[src/rtl/quad_pos_ctrl.sv]
`default_nettype none
// ============================================================================
// Module      : quad_pos_ctrl
// Description : Extends a wrapping quadrature count into an absolute signed
//               position, sequences index homing and flags limit violations.
// Revision    : 1.0 - initial release
// ============================================================================
module quad_pos_ctrl #(
  parameter int CNT_W = 14,
  parameter int POS_W = 32,
  parameter int TO_W  = 24
) (
  input  logic             clk_i,
  input  logic             rst_i,
  input  logic [CNT_W-1:0] cnt_i,
  input  logic             index_i,
  input  logic             cmd_valid_i,
  output logic             cmd_ready_o,
  input  logic [1:0]       cmd_op_i,
  input  logic [POS_W-1:0] cmd_data_i,
  input  logic [POS_W-1:0] lim_lo_i,
  input  logic [POS_W-1:0] lim_hi_i,
  output logic [POS_W-1:0] pos_o,
  output logic             busy_o,
  output logic             homed_o,
  output logic             err_o,
  output logic             limit_o
);

  localparam logic [1:0]      c_OP_ZERO   = 2'b00;
  localparam logic [1:0]      c_OP_HOME   = 2'b01;
  localparam logic [1:0]      c_OP_PRESET = 2'b10;
  localparam logic [1:0]      c_OP_ABORT  = 2'b11;
  localparam logic [TO_W-1:0] c_TO_ONE    = {{(TO_W-1){1'b0}}, 1'b1};

  typedef enum logic [1:0] {
    S_IDLE  = 2'b00,
    S_SEEK  = 2'b01,
    S_LATCH = 2'b10
  } state_t;

  state_t           r_state;
  logic             r_prime;
  logic [CNT_W-1:0] r_cnt_prev;
  logic [POS_W-1:0] r_pos;
  logic [POS_W-1:0] r_offset;
  logic [TO_W-1:0]  r_to;
  logic             r_idx_s1;
  logic             r_idx_s2;
  logic             r_idx_prev;
  logic             r_homed;
  logic             r_err;
  logic             r_limit;

  logic [CNT_W-1:0] w_delta;
  logic [POS_W-1:0] w_pos_ext;
  logic             w_idx_rise;
  logic             w_accept;
  logic             w_to_done;

  // Modular difference reinterpreted as signed handles the count wrap for free.
  assign w_delta     = cnt_i - r_cnt_prev;
  assign w_pos_ext   = r_pos + {{(POS_W-CNT_W){w_delta[CNT_W-1]}}, w_delta};
  assign w_idx_rise  = r_idx_s2 & ~r_idx_prev;
  assign w_to_done   = &r_to;
  assign cmd_ready_o = ~r_prime & (r_state != S_LATCH);
  assign w_accept    = cmd_valid_i & cmd_ready_o;

  assign pos_o   = r_pos;
  assign busy_o  = (r_state == S_SEEK) || (r_state == S_LATCH);
  assign homed_o = r_homed;
  assign err_o   = r_err;
  assign limit_o = r_limit;

  always_ff @(posedge clk_i or posedge rst_i) begin
    if (rst_i) begin
      r_idx_s1   <= 1'b0;
      r_idx_s2   <= 1'b0;
      r_idx_prev <= 1'b0;
    end else begin
      r_idx_s1   <= index_i;
      r_idx_s2   <= r_idx_s1;
      r_idx_prev <= r_idx_s2;
    end
  end

  always_ff @(posedge clk_i or posedge rst_i) begin
    if (rst_i) begin
      r_limit <= 1'b0;
    end else begin
      r_limit <= ($signed(r_pos) < $signed(lim_lo_i)) ||
                 ($signed(r_pos) > $signed(lim_hi_i));
    end
  end

  always_ff @(posedge clk_i or posedge rst_i) begin
    if (rst_i) begin
      r_state    <= S_IDLE;
      r_prime    <= 1'b1;
      r_cnt_prev <= '0;
      r_pos      <= '0;
      r_offset   <= '0;
      r_to       <= '0;
      r_homed    <= 1'b0;
      r_err      <= 1'b0;
    end else begin
      r_err      <= 1'b0;
      r_cnt_prev <= cnt_i;
      if (r_prime) begin
        // First cycle only captures the count reference; position holds.
        r_prime <= 1'b0;
      end else begin
        r_pos <= w_pos_ext;
        case (r_state)
          S_IDLE: begin
            if (w_accept) begin
              case (cmd_op_i)
                c_OP_ZERO:   r_pos <= '0;
                c_OP_PRESET: r_pos <= cmd_data_i;
                c_OP_HOME: begin
                  r_offset <= cmd_data_i;
                  r_homed  <= 1'b0;
                  r_to     <= '0;
                  r_state  <= S_SEEK;
                end
                c_OP_ABORT:  ;
              endcase
            end
          end
          S_SEEK: begin
            r_to <= r_to + c_TO_ONE;
            if (w_accept && (cmd_op_i != c_OP_ABORT)) begin
              r_err <= 1'b1;
            end
            // Priority: abort, then index, then timeout.
            if (w_accept && (cmd_op_i == c_OP_ABORT)) begin
              r_state <= S_IDLE;
            end else if (w_idx_rise) begin
              r_state <= S_LATCH;
            end else if (w_to_done) begin
              r_state <= S_IDLE;
              r_err   <= 1'b1;
            end
          end
          S_LATCH: begin
            r_pos   <= r_offset;
            r_homed <= 1'b1;
            r_state <= S_IDLE;
          end
          default: r_state <= S_IDLE;
        endcase
      end
    end
  end

endmodule
`default_nettype wire

[config.mk]
export PLATFORM = sky130hd
export DESIGN_NAME = quad_pos_ctrl
export DESIGN_NICKNAME = d
export VERILOG_FILES = /design/src/rtl/quad_pos_ctrl.sv
export SDC_FILE = /design/constraint.sdc
export NUM_CORES = 1
export LEC_CHECK = 0
export ABC_AREA = 1
export CAP_MARGIN = 20
export CORE_MARGIN = 8
export CORE_UTILIZATION = 50
export CTS_CLUSTER_DIAMETER = 60
export DETAILED_ROUTE_END_ITERATION = 6
export PLACE_DENSITY = 0.89
export SLEW_MARGIN = 0
export SYNTH_ARGS = -nofsm -noshare
export SYNTH_HDL_FRONTEND = slang
export SYNTH_SLANG_ARGS = --single-unit
[constraint.sdc]
create_clock -name clk_i -period 3.93 [get_ports clk_i]
set_input_delay 0.786 -clock clk_i [delete_from_list [all_inputs] [get_ports clk_i]]
set_output_delay 0.786 -clock clk_i [all_outputs]
set_load 0.02 [all_outputs]
# After elaboration in Yosys (flattened, before gate mapping)
# Index checks and enable logic that the tools add are counted.
totals:
  inputBits: 116
  elab_cells: 66
  reg_bits: 111
  out_inout_bits: 37
classes:
  n_lt_le_gt_ge: 2
  muxes: 21
  n_eq_ne: 10
  n_bitwise: 5
  addsub: 3
  n_reduce_logical: 13
ops:
  columns: ["cell", "count"]
  rows:
  - ["one-hot mux 32 bit (2 select lines)", 2]
  - ["2-to-1 mux 24 bit", 2]
  - ["one-hot mux 24 bit (2 select lines)", 1]
  - ["adder 32 bit", 1]
  - ["> comparator 32 bit", 1]
  - ["< comparator 32 bit", 1]
  - ["2-to-1 mux 32 bit", 1]
  - ["adder 24 x 1 -> 24 bit (second input constant)", 1]
  - ["AND reduction 24 bit", 1]
  - ["AND reduction 4 bit", 4]
  - ["subtractor 14 bit", 1]
  - ["2-to-1 mux 2 bit", 5]
  - ["2-to-1 mux 1 bit", 8]
  - ["equality test 2 bit (second input constant)", 3]
  - ["inequality test 2 bit (second input constant)", 3]
  - ["equality test 2 x 1 -> 1 bit (second input constant)", 2]
  - ["zero test 2 bit", 2]
  - ["inequality test 4 x 3 -> 1 bit (second input constant)", 1]
  - ["one-hot mux 2 bit (2 select lines)", 1]
  - ["nonzero test 2 bit", 2]
  - ["AND 1 bit", 3]
  - ["logical AND 1 bit", 2]
  - ["logical OR 1 bit", 2]
  - ["inequality test 2 x 1 -> 1 bit (second input constant)", 1]
  - ["2 further kinds", 3]

# Depth between registers and ports, before layout
depth:
  ltp_word: 10
  ltp_mapped: 25
  ltp_nobuf: 25

# Least setup slack after synthesis
# OpenSTA, ideal clock, no wires.
synth_timing:
  kind: "input to register"
  from: "in cnt_i[7]"
  to: "reg r_pos[31], in the netlist pos_o[31]"
  setup_time_ns: 0.113
  path_stages: 21
  arrival_ns: 3.548
  slack_ns: 0.269
  n_path_buf: 0
  required_ns: 3.817
  cell_sequence: "ha_1 nand2_1 inv_1 nand2_1 nand2_1 a21oi_1 nand2_1 nand2_1 nand2_1 ha_1 a21oi_1 a21boi_0 nand2_1 a21oi_1 nand2_1 inv_1 nand2_1 nand3_1 nand3_1 nand2_1 inv_1"
synth_between:
  elab_chain_cells: 5
synth_lines:
  columns: ["element", "line", "source"]
  rows:
  - ["start: declaration", "15", "input logic [CNT_W-1:0] cnt_i,"]
  - ["subtractor 14 bit (*)", "62", "assign w_delta = cnt_i - r_cnt_prev;"]
  - ["adder 32 bit (*)", "63", "assign w_pos_ext = r_pos + {{(POS_W-CNT_W){w_delta[CNT_W-1]}}, w_delta};"]
  - ["one-hot mux 32 bit (2 select lines)", "117", "case (cmd_op_i)"]
  - ["2-to-1 mux 32 bit", "116", "if (w_accept) begin"]
  - ["one-hot mux 32 bit (2 select lines) (*)", "114", "case (r_state)"]
  - ["end signal: assignment", "113", "r_pos <= w_pos_ext;"]
  - ["end signal: assignment", "119", "c_OP_PRESET: r_pos <= cmd_data_i;"]
  - ["end signal: assignment", "146", "r_pos <= r_offset;"]
  - ["end: declaration", "45", "logic [POS_W-1:0] r_pos;"]
# Every way passes the cells marked *; elsewhere a longest branch is shown, timed or not.
# A chain may end at the register's enable or synchronous reset.

# Worst setup path after layout
layout_timing:
  from: "in cnt_i[6]"
  to: "reg r_pos[27], in the netlist pos_o[27]"
# The elaborated chain is that of the path after synthesis.

==> out/metrics.yaml <==
status:
  status: "complete, no violations"
placement:
  portBuffers: 152
  gp_congestion: 0.951
  dp.final_hpwl_um: 23700
detailed_routing:
  ant_nets: 0
  vias_per_cell: 5.68
  route.detailed.drc: 0
  wl_um: 31900
  post_drt_wl_per_cell_um: 17.5
  first_pass_iters: 5
  drtIter0Drc: 836
  via_count: 10300
yosys:
  synth_cells: 1324
  synth_compound_area_frac: 0.155
  synth_most_common_cell: "nand2_1"
  synth_area_leaders: "dfrtp_1 30%, ha_1 15%, nand2_1 14%"
  avgSynthCellArea_um2: 7.01
  synth.distinct_cells: 50
  synth.area.mux_share: 0
  synth_edf_count: 0
  ys_warn_count: 0
  ys_ff_latch: 111
  synthArstFlopShare: 1.00
  ys.flop_type: "dfrtp_1"
  synth_top_area_share: 0.296
  yosys.area_share.simple: 0.273
  synth_area_leader_cell: "dfrtp_1"
  synth_area_mm2: 0.00929
  synth_top_family_by_area: "simple AND/OR/NAND/NOR gates"
  yosys.area_share.xor_xnor: 0.0160
  synthAdderAreaFrac: 0.158
  seq_area_frac_synth: 0.299
  synth_fp_nets: 1556
  synth_top_cells_by_count: "336 x nand2_1, 202 x inv_1, 126 x a21oi_1"
worst_setup_path:
  critical_path_class: "primary input to flip-flop"
  worst_r2r_endpoint: "pos_o[27]"
  timing.rr.start: "r_cnt_prev[2]"
  r2r_cells: 21
  cp-start-kind: "primary input"
  cp_common_cell: "nand2_1"
  cp_max_fo: 15
  cpMaxStageDelayCell: "clkdlybuf4s50_1"
  critPathMaxStageDelay_ns: 0.53
  worstPathCellList: "clkdlybuf4s50_1 -> ha_4 -> nand2_1 -> nand2_1 -> nand2_1 -> nand2_1 -> a21oi_2 -> buf_4 -> nand3_1 -> nand2_1 -> buf_12 -> ha_1 -> a21oi_1 -> a21boi_1 -> buf_4 -> nor2_1 -> nor3_1 -> nand2_1 -> nand2_1 -> nand3_1 -> a21oi_1"
  arrival_ns: 4.14
  cp.required_ns: 4.23
  rrSetupSlack_ns: 0.40
  end_kind: "flip-flop"
global_routing:
  gr-usage-met3: 0.0516
  gr-total-overflow: 0
  grt_pass1_wl_um: 50200
  grt.busiest_layer: "met2"
  antenna_found_initial: 0
  groute.usage.overall: 0.262
  grt_util_met2: 0.445
  grt_pass1_vias: 10300
  grt_max_degree: 112
  grtUsageMet1: 0.313
cells_and_area:
  layout.nets: 1813
  fill_cells: 1439
  drive_above_1_share: 0.149
  syn2layout_area_growth_pct: 35.3
  post-route-util: 0.681
  n_antenna_cell: 0
floorplanning:
  rows: 50
  start_util: 0.503
  die-width_um: 152
  dieArea_mm2: 0.0232
  die-height_um: 152
  io_pins: 153
  coreArea_mm2: 0.0185
sta:
  fmax_mhz: 260
  finalCritPeriodShare: 0.977
  fin_hold_ws_ns: 0.368
  finalSetupViolCount: 0
  skew_ns: 0.0109
  slew_headroom: 0.490
  hold_viol: 0
  worst_pin_slew_ns: 0.764
  maxSlewViolCount: 0
  rsz0062_at_grt: "yes"
  fin_crit_ns: 3.84
hold_path:
  whs_path_depth: 0
  hp-class: "flip-flop to flip-flop"
  hp-start: "r_idx_s1"
  worstHoldEndpoint: "r_idx_s2"
clocking:
  htreeDepth: 3
  cts_tree: "built"
  insertion_delay_ns: 0.37
  cts_hold_buffers: 0
  cts_sinks: 111
  path_clk_slew_ns: 0.09
  cts_buffer_depth: 2
  cts_buffers: 9
  root_buffer: "clkbuf_16"
pwr:
  power.density_mw_per_mm2: 733
  ir_worst_vdd_v: 0.000500
  p_leak_uw: 0.00645
job:
  cap_violations: 0
## layout make-up
cell class | instances | area, um^2 | area share
Tap cell | 234 | 293 | 0.0233
Clock buffer | 9 | 225 | 0.0179
Inverter | 211 | 795 | 0.0632
Sequential cell | 111 | 2780 | 0.221
Clock inverter | 7 | 86.3 | 0.00687
Multi-Input combinational cell | 978 | 5940 | 0.473
Timing Repair Buffer | 270 | 2450 | 0.195
## report_power, final
group	switching, uW	leakage (uW)	internal [uW]
combinational	3560	0.00493	2630
sequential	497	0.00137	1550
clock	515	0.000151	459
## how the worst max path moves through the flow
| stage | start | endpoint | slack (ns) |
|---|---|---|---|
| global placement | cnt_i[0] | pos_o[17] | -0.53 |
| global route | cnt_i[6] | pos_o[17] | -0.08 |
| detailed placement | cnt_i[0] | pos_o[17] | -0.69 |
| CTS | cnt_i[1] | pos_o[16] | -0.02 |
| finish | cnt_i[6] | pos_o[27] | 0.09 |
| floorplan | rst_i | err_o | 0.22 |
## sequential cells by signal, indices dropped and copies added, names as in the netlist
signal      cells
err_o           1
homed_o         1
limit_o         1
pos_o          32
r_cnt_prev     14
r_idx_prev      1
r_idx_s1        1
r_idx_s2        1
r_offset       32
r_prime         1
r_state         2
r_to           24
## placed cells by master, fill, tap and decap left out, drive strengths merged, types with 2 or more instances in the layout
master	netlist	layout
a31oi	14	14
o21a	5	5
nor3	21	21
a221oi	22	22
ha	114	114
clkbuf	13	9
nand4	19	19
a21boi	2	2
o31ai	3	3
dlymetal6s2s	0	6
o221ai	2	2
xnor2	3	3
nand3	89	89
and3	5	5
nand3b	2	2
nor4	3	3
clkdlybuf4s50	0	146
inv	209	212
buf	11	118
o21ai	54	54
or2	7	7
a21o	3	3
clkinv	2	6
o21bai	8	8
fa	2	2
nand2	338	338
o22ai	3	3
nor2	111	111
a21oi	126	126
dfrtp	110	110
xor2	14	14
## per-stage QoR
step                area (um^2)  total power [uW]  TNS (ns)  worst slack (ns)  instances
floorplan                  9290              5370         0             0.215       1324
global placement          11800              7560     -8.63            -0.533       1796
detailed placement        11800              7760    -11.52            -0.686       1796
CTS                       12300              8900   -0.0181           -0.0181       1815
global route              12600              9950    -0.510           -0.0795       1820
finish                    12600              9210         0            0.0901       1820
## worst max-delay path, delay by kind of cell
kind,cells,cell delay [ns]
simple gates,11,1.07
buf+inv,4,0.98
compound gates,4,0.80
fa+ha+maj,2,0.50
## cell families (layout without fill, tap and decap cells)
| family | count (synthesis) | count (layout) |
|---|---|---|
| AND/OR/NAND/NOR | 595 | 595 |
| AO/OA/AOI/OAI | 249 | 249 |
| buffers and inverters | 235 | 497 |
| adder cells (fa/ha/maj) | 116 | 116 |
| flip-flops | 111 | 111 |
| XOR/XNOR | 17 | 17 |
| other | 1 | 1 |
## routing by layer
layer	part of all wire	vias to the layer above
li1	-	4911
met1	0.41	4768
met2	0.47	537
met3	0.070	129
met4	0.047	0
met5	0	-
## timing repair
action                                  in CTS  in global routing
setup buffers                                3                  5
gates resized for setup                     28                 59
pin swaps                                   14                 34
endpoints found under the setup margin      22                 24
(Power assumes the default switching activity.)
